==> config.mk <==
export PLATFORM = sky130hd
export DESIGN_NAME = mem_port_arbiter
export DESIGN_NICKNAME = d
export VERILOG_FILES = /design/src/rtl/mem_port_arbiter.sv
export SDC_FILE = /design/constraint.sdc
export NUM_CORES = 1
export LEC_CHECK = 0
export ABC_AREA = 1
export BUFFER_PORTS_ARGS = -buffer_cell sky130_fd_sc_hd__buf_2
export CELL_PAD_IN_SITES_DETAIL_PLACEMENT = 0
export CELL_PAD_IN_SITES_GLOBAL_PLACEMENT = 1
export CORE_MARGIN = 2
export CORE_UTILIZATION = 38
export CTS_CLUSTER_SIZE = 28
export DETAILED_ROUTE_END_ITERATION = 16
export GPL_ROUTABILITY_DRIVEN = 0
export GPL_TIMING_DRIVEN = 0
export PLACE_DENSITY_LB_ADDON = 0.2
export SETUP_SLACK_MARGIN = 0.05
export SYNTH_ARGS = -nofsm -noshare
export SYNTH_HDL_FRONTEND = slang
export SYNTH_SLANG_ARGS = --single-unit
export TNS_END_PERCENT = 20
==> constraint.sdc <==
create_clock -name clk -period 3.9 [get_ports clk]
set_input_delay 0.585 -clock clk [delete_from_list [all_inputs] [get_ports clk]]
set_output_delay 0.585 -clock clk [all_outputs]
set_load 0.02 [all_outputs]
==> src/rtl/mem_port_arbiter.sv <==
// Arbitrates one single-ported, variable-latency memory between fetch (IF) and memory stage (DM).
// Optional round-robin grant selection when MEM_ARB_RR_EN is defined; fixed DM-over-IF otherwise.
module mem_port_arbiter #(
    parameter int unsigned ADDR_WIDTH = 16,
    parameter int unsigned DATA_WIDTH = 16,
    parameter int unsigned TIMEOUT    = 15
) (
    input  logic                  clk,
    input  logic                  rst,
    input  logic                  if_req,
    input  logic [ADDR_WIDTH-1:0] if_addr,
    output logic                  if_done,
    output logic [DATA_WIDTH-1:0] if_rdata,
    output logic                  if_stall,
    input  logic                  dm_req,
    input  logic                  dm_wr,
    input  logic [ADDR_WIDTH-1:0] dm_addr,
    input  logic [DATA_WIDTH-1:0] dm_wdata,
    output logic                  dm_done,
    output logic [DATA_WIDTH-1:0] dm_rdata,
    output logic                  dm_stall,
    output logic                  mem_req,
    output logic                  mem_wr,
    output logic [ADDR_WIDTH-1:0] mem_addr,
    output logic [DATA_WIDTH-1:0] mem_wdata,
    input  logic                  mem_done,
    input  logic [DATA_WIDTH-1:0] mem_rdata,
    output logic                  err
);

    typedef enum logic {StIdle, StWait} state_e;

    localparam logic [7:0] TimeoutCnt = TIMEOUT[7:0];

    state_e                state_q, state_d;
    logic                  owner_dm_q, owner_dm_d;
    logic [7:0]            cnt_q, cnt_d;
    logic                  mem_req_q, mem_req_d;
    logic                  mem_wr_q, mem_wr_d;
    logic [ADDR_WIDTH-1:0] mem_addr_q, mem_addr_d;
    logic [DATA_WIDTH-1:0] mem_wdata_q, mem_wdata_d;
    logic                  if_done_q, if_done_d;
    logic                  dm_done_q, dm_done_d;
    logic [DATA_WIDTH-1:0] if_rdata_q, if_rdata_d;
    logic [DATA_WIDTH-1:0] dm_rdata_q, dm_rdata_d;
    logic                  err_q, err_d;

    logic                  if_elig, dm_elig, grant_dm;
    logic [DATA_WIDTH-1:0] ret_data;

    // A requester in its done cycle still holds req from the finished access.
    assign if_elig = if_req & ~if_done_q;
    assign dm_elig = dm_req & ~dm_done_q;

`ifdef MEM_ARB_RR_EN
    logic last_dm_q, last_dm_d;

    assign grant_dm = dm_elig & (~if_elig | ~last_dm_q);

    always_comb begin
        last_dm_d = last_dm_q;
        if (state_q == StIdle && (if_elig || dm_elig)) begin
            last_dm_d = grant_dm;
        end
    end

    always_ff @(posedge clk or posedge rst) begin
        if (rst) begin
            last_dm_q <= 1'b0;
        end else begin
            last_dm_q <= last_dm_d;
        end
    end
`else
    assign grant_dm = dm_elig;
`endif

    always_comb begin
        state_d     = state_q;
        owner_dm_d  = owner_dm_q;
        cnt_d       = cnt_q;
        mem_req_d   = 1'b0;
        mem_wr_d    = mem_wr_q;
        mem_addr_d  = mem_addr_q;
        mem_wdata_d = mem_wdata_q;
        if_done_d   = 1'b0;
        dm_done_d   = 1'b0;
        if_rdata_d  = if_rdata_q;
        dm_rdata_d  = dm_rdata_q;
        err_d       = err_q;
        ret_data    = mem_wr_q ? '0 : mem_rdata;

        case (state_q)
            StIdle: begin
                if (if_elig || dm_elig) begin
                    state_d    = StWait;
                    owner_dm_d = grant_dm;
                    cnt_d      = 8'd0;
                    mem_req_d  = 1'b1;
                    if (grant_dm) begin
                        mem_addr_d  = dm_addr;
                        mem_wr_d    = dm_wr;
                        mem_wdata_d = dm_wdata;
                    end else begin
                        mem_addr_d  = if_addr;
                        mem_wr_d    = 1'b0;
                        mem_wdata_d = '0;
                    end
                end
            end
            StWait: begin
                cnt_d = cnt_q + 8'd1;
                if (mem_done) begin
                    state_d  = StIdle;
                    mem_wr_d = 1'b0;
                    if (owner_dm_q) begin
                        dm_done_d  = 1'b1;
                        dm_rdata_d = ret_data;
                    end else begin
                        if_done_d  = 1'b1;
                        if_rdata_d = ret_data;
                    end
                end else if (cnt_q == TimeoutCnt) begin
                    // Abort: the requester is released with zero data and err latches.
                    state_d  = StIdle;
                    mem_wr_d = 1'b0;
                    err_d    = 1'b1;
                    if (owner_dm_q) begin
                        dm_done_d  = 1'b1;
                        dm_rdata_d = '0;
                    end else begin
                        if_done_d  = 1'b1;
                        if_rdata_d = '0;
                    end
                end
            end
            default: state_d = StIdle;
        endcase
    end

    always_ff @(posedge clk or posedge rst) begin
        if (rst) begin
            state_q     <= StIdle;
            owner_dm_q  <= 1'b0;
            cnt_q       <= 8'd0;
            mem_req_q   <= 1'b0;
            mem_wr_q    <= 1'b0;
            mem_addr_q  <= '0;
            mem_wdata_q <= '0;
            if_done_q   <= 1'b0;
            dm_done_q   <= 1'b0;
            if_rdata_q  <= '0;
            dm_rdata_q  <= '0;
            err_q       <= 1'b0;
        end else begin
            state_q     <= state_d;
            owner_dm_q  <= owner_dm_d;
            cnt_q       <= cnt_d;
            mem_req_q   <= mem_req_d;
            mem_wr_q    <= mem_wr_d;
            mem_addr_q  <= mem_addr_d;
            mem_wdata_q <= mem_wdata_d;
            if_done_q   <= if_done_d;
            dm_done_q   <= dm_done_d;
            if_rdata_q  <= if_rdata_d;
            dm_rdata_q  <= dm_rdata_d;
            err_q       <= err_d;
        end
    end

    assign mem_req   = mem_req_q;
    assign mem_wr    = mem_wr_q;
    assign mem_addr  = mem_addr_q;
    assign mem_wdata = mem_wdata_q;
    assign if_done   = if_done_q;
    assign dm_done   = dm_done_q;
    assign if_rdata  = if_rdata_q;
    assign dm_rdata  = dm_rdata_q;
    assign err       = err_q;
    assign if_stall  = if_req & ~if_done_q;
    assign dm_stall  = dm_req & ~dm_done_q;

endmodule

==> out/summary.log <==
qor: floorplan.floorplan.die.width 101.1 µm
qor: layout.post_route_cells_drive_above_1_share 34.33%
qor: sta.timing.final.crit_share 59.23%
qor: synthesis.synthArstFlopShare 100.0%
qor: routing.postRouteAntennaNets 0
qor: floorplan.core_area 9196 µm²
qor: sta.hold_slack 279.4 ps
qor: sta.timing.max_slew.rel_slack 65.41%
qor: synthesis.synth_sequential_area_ratio 55.21%
qor: synthesis.synth_compound_area_share 5.136%
qor: global_routing.grt_start_max_net_pins 41
qor: synthesis.synth_area_leaders sky130_fd_sc_hd__dfrtp_1 (55%), sky130_fd_sc_hd__nand2_1 (15%), sky130_fd_sc_hd__nand4_1 (5.8%), sky130_fd_sc_hd__nand3_1 (3.5%), sky130_fd_sc_hd__o211ai_1 (3.4%)
qor: critical_path.arrival 1730 ps
qor: sta.slew_viol_final 0
qor: sta.final_hold_viol_count 0
qor: synthesis.yosys_most_used_dff sky130_fd_sc_hd__dfrtp_1
qor: synthesis.yosys.area.top_type_share 55.21%
qor: clock_tree.cts_tree built
qor: synthesis.post_synth_and_or_nand_nor_area_fraction 31.90%
qor: sta.worst_margin_slew 518.9 ps
qor: power.comb_power_share 42.9%
qor: floorplan.die_h 101.1 µm
qor: clock_tree.clkSlewWorstSetupHoldPaths 70 ps
qor: critical_path.max_stage_delay 370 ps
qor: routing.post-route-drc-count 0
qor: power.peakVddDrop 0.3402 mV
qor: synthesis.synth.area.mux_share 0%
qor: clock_tree.clock_insertion_delay_worst_skew 350 ps
qor: synthesis.synth.ff_latch_count 79
qor: synthesis.yosys-top-cells-count sky130_fd_sc_hd__nand2_1 (147), sky130_fd_sc_hd__dfrtp_1 (79), sky130_fd_sc_hd__nand4_1 (33)
qor: clock_tree.clock-root-buffer sky130_fd_sc_hd__clkbuf_8
qor: critical_path.critical_path_required 3310 ps
qor: layout.syn2layout_area_growth 30.99%
qor: clock_tree.cts_hold_repair.buffers 0
qor: sta.tns 0 ps
qor: sta.finalCriticalPeriod 2310 ps
qor: floorplan.floorplan.rows 35
qor: power.cell_leakage_power 2.689 nW
qor: critical_path.crit_path_cell_trace inv_1 -> nand2_1 -> clkinv_1 -> clkbuf_1 -> buf_2
qor: synthesis.post_synth_inst_count 416
qor: power.finalPower 3.668 mW
qor: sta.clock_skew 7.864 ps
qor: place.buffer_ports.inserted 140
qor: synthesis.synth_top_family_by_area simple AND/OR/NAND/NOR gates
qor: critical_path.setup.worst_path.start_class flip-flop
qor: power.pwr_density_cell 782.0 nW/µm²
qor: synthesis.synth_enable_flop_cells 0
qor: clock_tree.cts_repair_resize_count 0
qor: power.clock_network_fraction_of_total_power 20.9%
qor: routing.viasPerCell 4.787
qor: clock_tree.cts_setup_buffers 0
qor: global_routing.grt_ovf 0
qor: critical_path.critical_path.endpoint_type output pin
qor: floorplan.floorplan.initialDensity 38.94%
qor: global_routing.gr-usage-all-layers 18.90%
qor: global_routing.first_pass_grt_wire_length 15.18 mm
qor: floorplan.ios 141
qor: layout.final_net_count 639
qor: synthesis.synth_fa_ha_area_share 0.3494%
qor: synthesis.xor_xnor_cell_area_share_of_the_yosys_netlist 0%
qor: clock_tree.cts_inserted_buffers 9
qor: synthesis.post-synth-top-count-cell sky130_fd_sc_hd__nand2_1
qor: clock_tree.ctsHtreeMaxLevel 3
qor: routing.routed_wire_length_per_instance 13.44 µm
qor: layout.n_antenna_cell 0
qor: outcome.status complete, no violations
qor: sta.timing.fmax 0.4329 GHz
qor: power.switchingPower 1.534 mW
qor: critical_path.crit_path_max_fanout 10
qor: place.pre_cts_slack 1610 ps
qor: synthesis.synth_cell_types 25
qor: clock_tree.clock-sinks 79
qor: routing.wl 9.167 mm
qor: synthesis.synth.yosys.warnings 0
qor: global_routing.first_global_vias 3,216
qor: synthesis.synthesis.nets 487
qor: power.power_frac_seq 36.2%
qor: synthesis.synthesis.area 3581 µm²
qor: place.detailedPlacementHpwl 6.725 mm
qor: clock_tree.clk_path_buf_depth 2
qor: sta.timing.final.setup_violations 0
qor: power.internal-power 2.134 mW
qor: sta.rsz_0062_raised_after_global_routing false
qor: synthesis.post_synth.cell_area_avg 8.608 µm²
qor: worst_hold_path.timing.hold.worst.class input pin to asynchronous set/reset pin
qor: sta.final_critical_path_setup_slack 1590 ps
qor: power.power.share.switching 41.81%
qor: global_routing.grt_antenna_before_repair 0
qor: routing.routed-via-count 3,265
qor: critical_path.critical_path_class flip-flop to output pin
qor: synthesis.yosysTopAreaCell sky130_fd_sc_hd__dfrtp_1
qor: floorplan.floorplan.die_area 10,220 µm²
qor: run.cap_viol_max_count 0
qor: routing.firstDrtPassIters 4
qor: routing.drt_first_iter_violations 135
qor: critical_path.critical-path-slowest-cell sky130_fd_sc_hd__dfrtp_1
## state kept, by name, indices dropped and copies added, names as in the netlist
register	cells
mem_addr	16
cnt_q	8
if_done	1
owner_dm_q	1
dm_done	1
mem_req	1
mem_wdata	16
err	1
state_q	1
dm_rdata	16
if_rdata	16
mem_wr	1
## per-stage QoR
| stage | instances | instance area (µm²) | utilization (%) |
|---|---|---|---|
| 6_report | 682 | 4691 | 51.01 |
| 4_1_cts | 682 | 4691 | 51.01 |
| 2_1_floorplan | 416 | 3581 | - |
| 5_1_grt | 682 | 4691 | 51.01 |
| 3_5_place_dp | 668 | 4443 | 48.31 |
| 3_3_place_gp | 667 | 4420 | 48.07 |
## placed cells by master, fill, tap and decap left out, types with 2 or more instances in the layout
cell,count
sky130_fd_sc_hd__clkbuf_1,10
sky130_fd_sc_hd__nor2_1,25
sky130_fd_sc_hd__dfrtp_1,79
sky130_fd_sc_hd__clkinv_1,2
sky130_fd_sc_hd__inv_2,4
sky130_fd_sc_hd__o211ai_1,16
sky130_fd_sc_hd__nand2_1,147
sky130_fd_sc_hd__inv_1,24
sky130_fd_sc_hd__or2_2,16
sky130_fd_sc_hd__nor3_1,2
sky130_fd_sc_hd__bufinv_16,4
sky130_fd_sc_hd__buf_6,2
sky130_fd_sc_hd__clkbuf_8,9
sky130_fd_sc_hd__nand3_4,2
sky130_fd_sc_hd__nand3_1,25
sky130_fd_sc_hd__o21ai_0,6
sky130_fd_sc_hd__nand4_1,33
sky130_fd_sc_hd__buf_4,7
sky130_fd_sc_hd__buf_2,148
## power groups by stage
stage | clock network [mW] | registers (mW) | logic [mW]
after global placement | 0 | 1.33 | 1.57
after CTS | 0.789 | 1.33 | 1.60
after detailed placement | 0 | 1.34 | 1.60
after floorplan | 0 | 1.71 | 0.654
after global routing | 0.831 | 1.37 | 1.76
final | 0.768 | 1.33 | 1.57
## logic make-up (layout without fill, tap and decap cells)
family,after synthesis,after routing
AO/OA/AOI/OAI,27,27
adder cells (fa/ha/maj),1,1
buffers and inverters,57,212
flip-flops,79,79
AND/OR/NAND/NOR,252,252
## area by class of cell
cell class / instances / area, µm²
flip-flops and latches: 79 / 1977
multi-input cells: 280 / 1339
repair buffers: 141 / 720.7
clock inverters: 4 / 120.1
well taps: 111 / 138.9
plain buffers: 26 / 148.9
clock buffers: 10 / 127.6
fillers: 906 / 4506
inverters: 31 / 118.9
## path summary, 6_finish.rpt
check,start,endpoint,slack [ps],cells after the start
min reg2reg,err,err,460,1
min,rst,if_done,280,2
min in group clk,err,err,460,1
max reg2reg,dm_done,mem_addr[11],2200,8
max in group asynchronous,rst,state_q,3030,3
max,dm_done,dm_stall,1590,5
## routing by layer
layer | vias to the layer above | share of wire, % | global-route usage, %
met2 | 87 | 45 | 28.63
met1 | 1512 | 47 | 26.37
li1 | 1658 | - | -
met5 | - | 0 | 0
met4 | 0 | 1.2 | 6.237
met3 | 8 | 6.5 | 4.993
## worst max-delay path, delay by kind of cell (launching register included)
kind                   cells  cell delay, ps
buffers and inverters      4             840
flip-flops                 1             370
AND/OR/NAND/NOR            1             160
No activity file was read; power rests on OpenSTA's default activity.
